[config.mk]
export PLATFORM = sky130hd
export DESIGN_NAME = fetch_queue
export DESIGN_NICKNAME = d
export VERILOG_FILES = /design/src/rtl/fetch_queue.sv
export SDC_FILE = /design/constraint.sdc
export NUM_CORES = 1
export LEC_CHECK = 0
export CAP_MARGIN = 10
export CORE_UTILIZATION = 43
export CTS_CLUSTER_DIAMETER = 60
export DETAILED_ROUTE_END_ITERATION = 7
export GPL_TIMING_DRIVEN = 0
export PLACE_DENSITY = 0.75
export SLEW_MARGIN = 30
export SYNTH_ARGS = -nofsm -noshare
export SYNTH_HDL_FRONTEND = slang
export SYNTH_SLANG_ARGS = --single-unit
export TNS_END_PERCENT = 30
[constraint.sdc]
create_clock -name clk -period 3.75 [get_ports clk]
set_input_delay 0.75 -clock clk [delete_from_list [all_inputs] [get_ports clk]]
set_output_delay 0.75 -clock clk [all_outputs]
set_load 0.01 [all_outputs]
[src/rtl/fetch_queue.sv]
// fetch_queue: dual-issue instruction fetch queue feeding the relayer.
// Each cycle it requests an aligned pair of 16-bit instructions, buffers them
// in a circular queue, and presents the two oldest entries. The relayer
// reports how many it took (0..2). A redirect flushes the queue and restarts
// fetch at a new PC.
//
// Ports:
//   clk, rst                   clock, synchronous active-high reset
//   fetch_pc / fetch_req       address of next pair / request when >= 2 slots free
//   imem_valid, imem_instr1/2  memory response for fetch_pc and fetch_pc+1
//   redirect, redirect_pc      flush and restart fetch at redirect_pc
//   instr1_out, instr2_out     two oldest entries, zero when not valid
//   out_count                  number of valid outputs, min(count, 2)
//   consume                    entries taken by the relayer (3 treated as 2)
//   count                      current occupancy
module fetch_queue #(
    parameter int unsigned DEPTH = 8,
    parameter int unsigned AW    = 8,
    parameter int unsigned CW    = $clog2(DEPTH + 1)
) (
    input  logic          clk,
    input  logic          rst,
    output logic [AW-1:0] fetch_pc,
    output logic          fetch_req,
    input  logic          imem_valid,
    input  logic [15:0]   imem_instr1,
    input  logic [15:0]   imem_instr2,
    input  logic          redirect,
    input  logic [AW-1:0] redirect_pc,
    output logic [15:0]   instr1_out,
    output logic [15:0]   instr2_out,
    output logic [1:0]    out_count,
    input  logic [1:0]    consume,
    output logic [CW-1:0] count
);

    localparam int unsigned PW = $clog2(DEPTH);
    // Highest occupancy that still leaves room for a full pair.
    localparam logic [CW-1:0] REQ_MAX = CW'(DEPTH - 2);

    logic [15:0]   mem_q [DEPTH];
    logic [PW-1:0] head_q, head_d;
    logic [PW-1:0] tail_q, tail_d;
    logic [CW-1:0] count_q, count_d;
    logic [AW-1:0] pc_q, pc_d;

    logic          push;
    logic [1:0]    consume_clamped;
    logic [1:0]    pop;
    logic [PW-1:0] head_p1;
    logic [PW-1:0] tail_p1;

    // Output decode, masked by occupancy so stale storage never leaks out.
    always_comb begin
        head_p1    = head_q + PW'(1);
        fetch_req  = (count_q <= REQ_MAX);
        out_count  = (count_q >= CW'(2)) ? 2'd2 : 2'(count_q);
        instr1_out = (count_q >= CW'(1)) ? mem_q[head_q]  : 16'h0000;
        instr2_out = (count_q >= CW'(2)) ? mem_q[head_p1] : 16'h0000;
        fetch_pc   = pc_q;
        count      = count_q;
    end

    // Push/pop decisions and next-state pointers.
    always_comb begin
        tail_p1         = tail_q + PW'(1);
        push            = fetch_req && imem_valid && !redirect;
        consume_clamped = (consume == 2'd3) ? 2'd2 : consume;
        // Over-consume pops only what is actually presented.
        pop             = (consume_clamped > out_count) ? out_count : consume_clamped;

        head_d  = head_q;
        tail_d  = tail_q;
        count_d = count_q;
        pc_d    = pc_q;

        if (redirect) begin
            head_d  = '0;
            tail_d  = '0;
            count_d = '0;
            pc_d    = redirect_pc;
        end else begin
            head_d  = head_q + PW'(pop);
            count_d = count_q + (push ? CW'(2) : CW'(0)) - CW'(pop);
            if (push) begin
                tail_d = tail_q + PW'(2);
                pc_d   = pc_q + AW'(2);
            end
        end
    end

    // Control state; reset takes priority over redirect.
    always_ff @(posedge clk) begin
        if (rst) begin
            head_q  <= '0;
            tail_q  <= '0;
            count_q <= '0;
            pc_q    <= '0;
        end else begin
            head_q  <= head_d;
            tail_q  <= tail_d;
            count_q <= count_d;
            pc_q    <= pc_d;
        end
    end

    // Queue storage; no reset needed because outputs are masked by count.
    always_ff @(posedge clk) begin
        if (!rst && push) begin
            mem_q[tail_q]  <= imem_instr1;
            mem_q[tail_p1] <= imem_instr2;
        end
    end

endmodule

---- Word level (Yosys, flattened, before mapping) ----
Memory sizes are Yosys's and may differ from the RTL's. A register that Yosys moved wholly into a read port is not among the register bits.
Cells that the tools add are included.
operators by class
  eq/ne operators ......................... 1
  order comparisons ....................... 4
  muxes and demuxes ....................... 11
  add/subtract/negate cells ............... 7
  reduce and logical (&&, ||, !) cells .... 7
operators by type and width
  operator                                                                             count
  16-bit 2-to-1 mux                                                                    2
  8-bit 2-to-1 mux                                                                     2
  8-bit by 2-bit adder with 8-bit output, second input constant                        1
  2-bit 2-to-1 mux                                                                     4
  3-bit by 1-bit adder with 3-bit output, second input constant                        2
  4-bit by 2-bit adder with 4-bit output                                               1
  4-bit by 1-bit greater-or-equal comparator with 1-bit output, second input constant  1
  4-bit by 2-bit greater-or-equal comparator with 1-bit output, second input constant  1
  4-bit by 3-bit less-or-equal comparator with 1-bit output, second input constant     1
  4-bit by 2-bit subtractor with 4-bit output                                          1
  3-bit by 2-bit adder with 3-bit output                                               1
  3-bit by 2-bit adder with 3-bit output, second input constant                        1
  1-bit logical AND                                                                    3
  3-bit 2-to-1 mux                                                                     1
  2-bit == test, second input constant                                                 1
  2-bit greater-than comparator                                                        1
  1-bit logical NOT                                                                    2
  1-bit 2-to-1 mux                                                                     2
  2-bit nonzero test                                                                   1
  2-bit OR reduction                                                                   1
word-level totals
  register bits ........................... 18
  output and inout port bits .............. 47
  memories ................................ 1
  memory bits (writable) .................. 128
memories
  memory  depth  bits a word  rd ports  clocked after Yosys merged registers in  write ports  RTL line  text
  mem_q   8      16           2         1                                        2            41        logic [15:0] mem_q [DEPTH];

---- Longest topological paths before layout ----
  depth after elaboration ................. 6
  mapped depth ............................ 17
  gate-level depth less buffers ........... 16

---- Least setup slack after synthesis ----
No wires, ideal clock.
  path kind ............................... register to register
  start ................................... register count_q[2] (netlist: count[2])
  end ..................................... register count_q[3] (netlist: count[3])
  stages on the path, launching flop included .. 17
  clock period less this slack ............ 2865 ps
  data required time ...................... 3628 ps
  arrival time ............................ 2742 ps
  library setup time ...................... 122 ps
  path slack .............................. 885 ps
  cells stage by stage .................... dfxtp_1 -> inv_1 -> ha_1 -> and2b_1 -> buf_2 -> inv_1 -> nor2_1 -> ha_1 -> nor3_1 -> o21ai_0 -> ha_1 -> inv_1 -> ha_1 -> inv_1 -> fa_1 -> xnor2_1 -> nor2_1
RTL lines
  item                                                              RTL line  text
  from (decl)                                                       44        logic [CW-1:0] count_q, count_d;
  from (signal assigned)                                            102       count_q <= count_d;
  4-bit by 2-bit greater-or-equal comparator with 1-bit output (*)  57        out_count = (count_q >= CW'(2)) ? 2'd2 : 2'(count_q);
  2-bit 2-to-1 mux (*)                                              57
  via out_count[1]                                                  32        output logic [1:0] out_count,
  2-bit greater-than comparator                                     70        pop = (consume_clamped > out_count) ? out_count : consume_clamped;
  2-bit 2-to-1 mux (*)                                              70
  4-bit by 2-bit subtractor with 4-bit output (*)                   84        count_d = count_q + (push ? CW'(2) : CW'(0)) - CW'(pop);
The timed path passes the listed nets; every way through them passes the cells marked *.
A chain may end at the register's enable or synchronous reset.

---- Worst setup path after layout ----
  start ................................... register head_q[0]
  end ..................................... output port instr2_out[14]
on the way
  word-level cells in the longest chain between the ends .. 3
ends and longest elaborated chain
  item                                    RTL line  text
  from (decl)                             42        logic [PW-1:0] head_q, head_d;
  from (signal assigned)                  95        head_q <= '0;
  from (signal assigned)                  100       head_q <= head_d;
  3-bit by 1-bit adder with 3-bit output  55        head_p1 = head_q + PW'(1);
  memory read 8 x 16 bit                  n/a
  16-bit 2-to-1 mux                       59        instr2_out = (count_q >= CW'(2)) ? mem_q[head_p1] : 16'h0000;
  to (decl)                               31        output logic [15:0] instr2_out,
No other way between the ends.

==> results_dict.tcl <==
set metrics [dict create \
    tightestPinTransition_ns 1.05 \
    hold_buffers 0 \
    yosys_warnings 0 \
    cp.required_ns 3.00 \
    fmax_mhz 283 \
    status "complete, no violations" \
    worstSetupPathType "flop to primary output" \
    rsz0062_at_grt "false" \
    setup_viol_count_final 0 \
    clock_skew_ns 0.00661 \
    cts.sinks 145 \
    crit_start "head_q[0]$_SDFF_PP0_" \
    synth_cells 412 \
    dieArea_mm2 0.0166 \
    min_from "fetch_pc[0]$_SDFFE_PP0P_" \
    hpwlAfterDp_mm 11.0 \
    yosys.area.top_type "edfxtp_1" \
    startpoint_type "flop" \
    root_buffer "clkbuf_16" \
    grt_max_degree 23 \
    area_growth_pct 28.2 \
    cp_data_arrival_time_ns 2.79 \
    numPortBuffers 91 \
    ys_seq_area_share_pct 60.6 \
    num_vias 4177 \
    period_share_pct 94.4 \
    die_h_um 129 \
    cts_buffers 17 \
    drt-total-wl_mm 16.4 \
    worst_path_largest_cell_delay_ns 0.59 \
    ir_drop_uv 429 \
    critPathSlowestCell "clkdlybuf4s50_1" \
    synthAdderAreaFrac_pct 3.05 \
    cp_cell_sequence "ha_1, xor2_2, buf_2, nand2_1, a21oi_1, clkdlybuf4s50_1" \
    cts_setup_buffers 0 \
    drtIter0Drc 295 \
    clk_pin_slew_ns 0.06 \
    floorplan.die.width_um 129 \
    wl_per_cell_um 21.9 \
    drc 0 \
    io-pin-count 93 \
    synthSimpleGateAreaFrac_pct 5.95 \
    place.gp.congestion 0.738 \
    drt_pass1_iterations 4 \
    h-tree-depth 4 \
    ys_seq_elements 145 \
    initial_utilization_pct 44.7 \
    path_max_fanout 10 \
    worstSkewPairLatency_ns 0.42 \
    core-area_mm2 0.0154 \
    clk_path_buf_depth 2 \
    cellLeakagePower_nw 2.87 \
    viasPerCell 5.58 \
    grt_pass1_vias 4478 \
    num_antenna_cells 0 \
    reg2reg_from "count[2]$_SDFF_PP0_" \
    p_clk_share_pct 35.2 \
    min_period_ns 3.54 \
    synthTopCellsByCount "128 x edfxtp_1, 64 x mux4_2, 37 x nand2_1" \
    slew_viol_final 0 \
    synth_xor_area_share_pct 1.27 \
    synth_ff_type "edfxtp_1" \
    grt_pass1_wl_mm 25.1 \
    crit_path_end_kind "primary output" \
    fin_tns_setup_ns 0 \
    min_path_type "flop to flop" \
    nets 587 \
    synth_top_family_by_area "multiplexers" \
    synth_compound_area_share_pct 2.61 \
    drive_gt1_share_pct 24.5 \
    cts_tree "done" \
    swShare_pct 27.9 \
    synth_top_area_share_pct 55.7 \
    syn-num-nets 473 \
    hold_violations 0 \
    power_density_mw_per_mm2 587 \
    yosysUniqueCellTypes 36 \
    syn_avg_cell_area_um2 16.7 \
    grt_overflow 0 \
    drt.antenna.violating_nets 0 \
    placementRows 45 \
    synth_edf_count 128 \
    synthTopCellsByArea "edfxtp_1 56%, mux4_2 21%, dfxtp_1 4.9%, mux2i_1 2.8%, ha_1 2.2%" \
    intPower_mw 3.74 \
    instances_no_fill 749 \
    power_frac_comb_pct 29.0 \
    ys_async_sr_fraction_pct 0 \
    muxShareOfSynthArea_pct 23.6 \
    max-cap-violations 0 \
    synthesis.area_mm2 0.00690 \
    grt.total_usage_pct 21.3 \
    p_sw_mw 1.45 \
    synth_most_common_cell "edfxtp_1" \
    pwr-share-seq_pct 35.8 \
    placedCellCount 718 \
    slew_headroom_pct 29.8 \
    antenna_found_initial 0 \
]
## worst paths after layout
path / endpoint / slack [ns] / depth (start not counted)
setup / recovery: instr2_out[14] / 0.21 / 6
hold / removal: fetch_pc[0]$_SDFFE_PP0P_ / 0.50 / 2
hold reg to reg: fetch_pc[0]$_SDFFE_PP0P_ / 0.50 / 2
setup reg to reg: count[3]$_SDFF_PP0_ / 0.63 / 17
## per-layer routing
metal	wire, um	track usage [%]	part of all wire [%]	up-vias
met5	0	0	0	-
met4	406	10.9	2.5	0
met3	1140	5.20	7.0	31
met2	8570	36.6	52	185
met1	6260	25.0	38	2117
li1	-	-	-	1844
## worst max-delay path: cells and delay by family, from the launching register on
family                     cells  cell delay (ns)
and+or+nand+nor                1             0.09
buffers and inverters          2             0.96
AOI/OAI and AO/OA              1             0.26
xor gates and xnor gates       1             0.41
adders and majority gates      1             0.27
DFF                            1             0.37
## power groups by stage
| stage | logic, mW | clock network [mW] | registers (mW) |
|---|---|---|---|
| 2_1_floorplan | 0.774 | 0 | 1.89 |
| 5_1_grt | 1.60 | 1.91 | 1.87 |
| 3_5_place_dp | 1.50 | 0 | 1.89 |
| 3_3_place_gp | 1.46 | 0 | 1.89 |
| 6_report | 1.50 | 1.83 | 1.86 |
| 4_1_cts | 1.51 | 1.85 | 1.86 |
## what timing repair did
| item | 4_1_cts | 5_1_grt |
|---|---|---|
| setup endpoints to repair | 14 | 8 |
| gates resized for setup | 3 | 3 |
| cloned | 0 | 0 |
## layout make-up
class	count	area (um2)
Buffer	26	149
Clock buffer	18	429
Clock inverter	13	210
Fill cell	1193	6580
Inverter	13	48.8
Multi-Input combinational cell	228	2550
Sequential cell	145	4180
Tap cell	211	264
Timing Repair Buffer	95	1010
## per-stage QoR
step / worst slack [ns] / hold slack, ns / total power, mW / instance area, um2 / utilization (%)
global route: 0.0697 / 0.541 / 5.38 / 8850 / 57.3
detailed placement: 0.313 / 0.492 / 3.39 / 8180 / 53.0
finish: 0.211 / 0.498 / 5.19 / 8850 / 57.3
global placement: 0.302 / 0.479 / 3.34 / 8070 / 52.3
floorplan: 0.885 / 0.514 / 2.66 / 6900 / -
CTS: 0.0000124 / 0.505 / 5.22 / 8830 / 57.2
## logic make-up after synthesis
kind of cell             after synthesis
adder cells (fa/ha/maj)               15
AO/OA/AOI/OAI                         29
multiplexers                          83
buffers and inverters                 39
flip-flops                           145
AND/OR/NAND/NOR                       91
XOR/XNOR                              10
## sequential cells by signal (all words and copies together) (netlist names)
name and flops:
mem_q 128, fetch_pc 8, count 4, head_q 3
tail_q 2
## layout by cell type (no fill, tap or decap), types with 2 or more instances in the layout
master	instances
nor4_1	2
nor3_1	2
fa_1	3
dfxtp_1	17
buf_2	14
inv_1	13
edfxtp_1	128
and3_2	4
buf_16	3
clkbuf_16	17
mux2i_1	19
buf_6	2
clkbuf_1	6
a21oi_1	18
nand2_1	37
ha_1	12
and2_1	3
o21bai_1	2
a211oi_1	4
xnor2_1	7
o21ai_0	2
inv_6	2
clkinvlp_4	5
mux4_2	64
buf_4	5
clkdlybuf4s50_1	91
nor2_1	33
bufinv_16	5
Power figures use the tool's default switching activity.
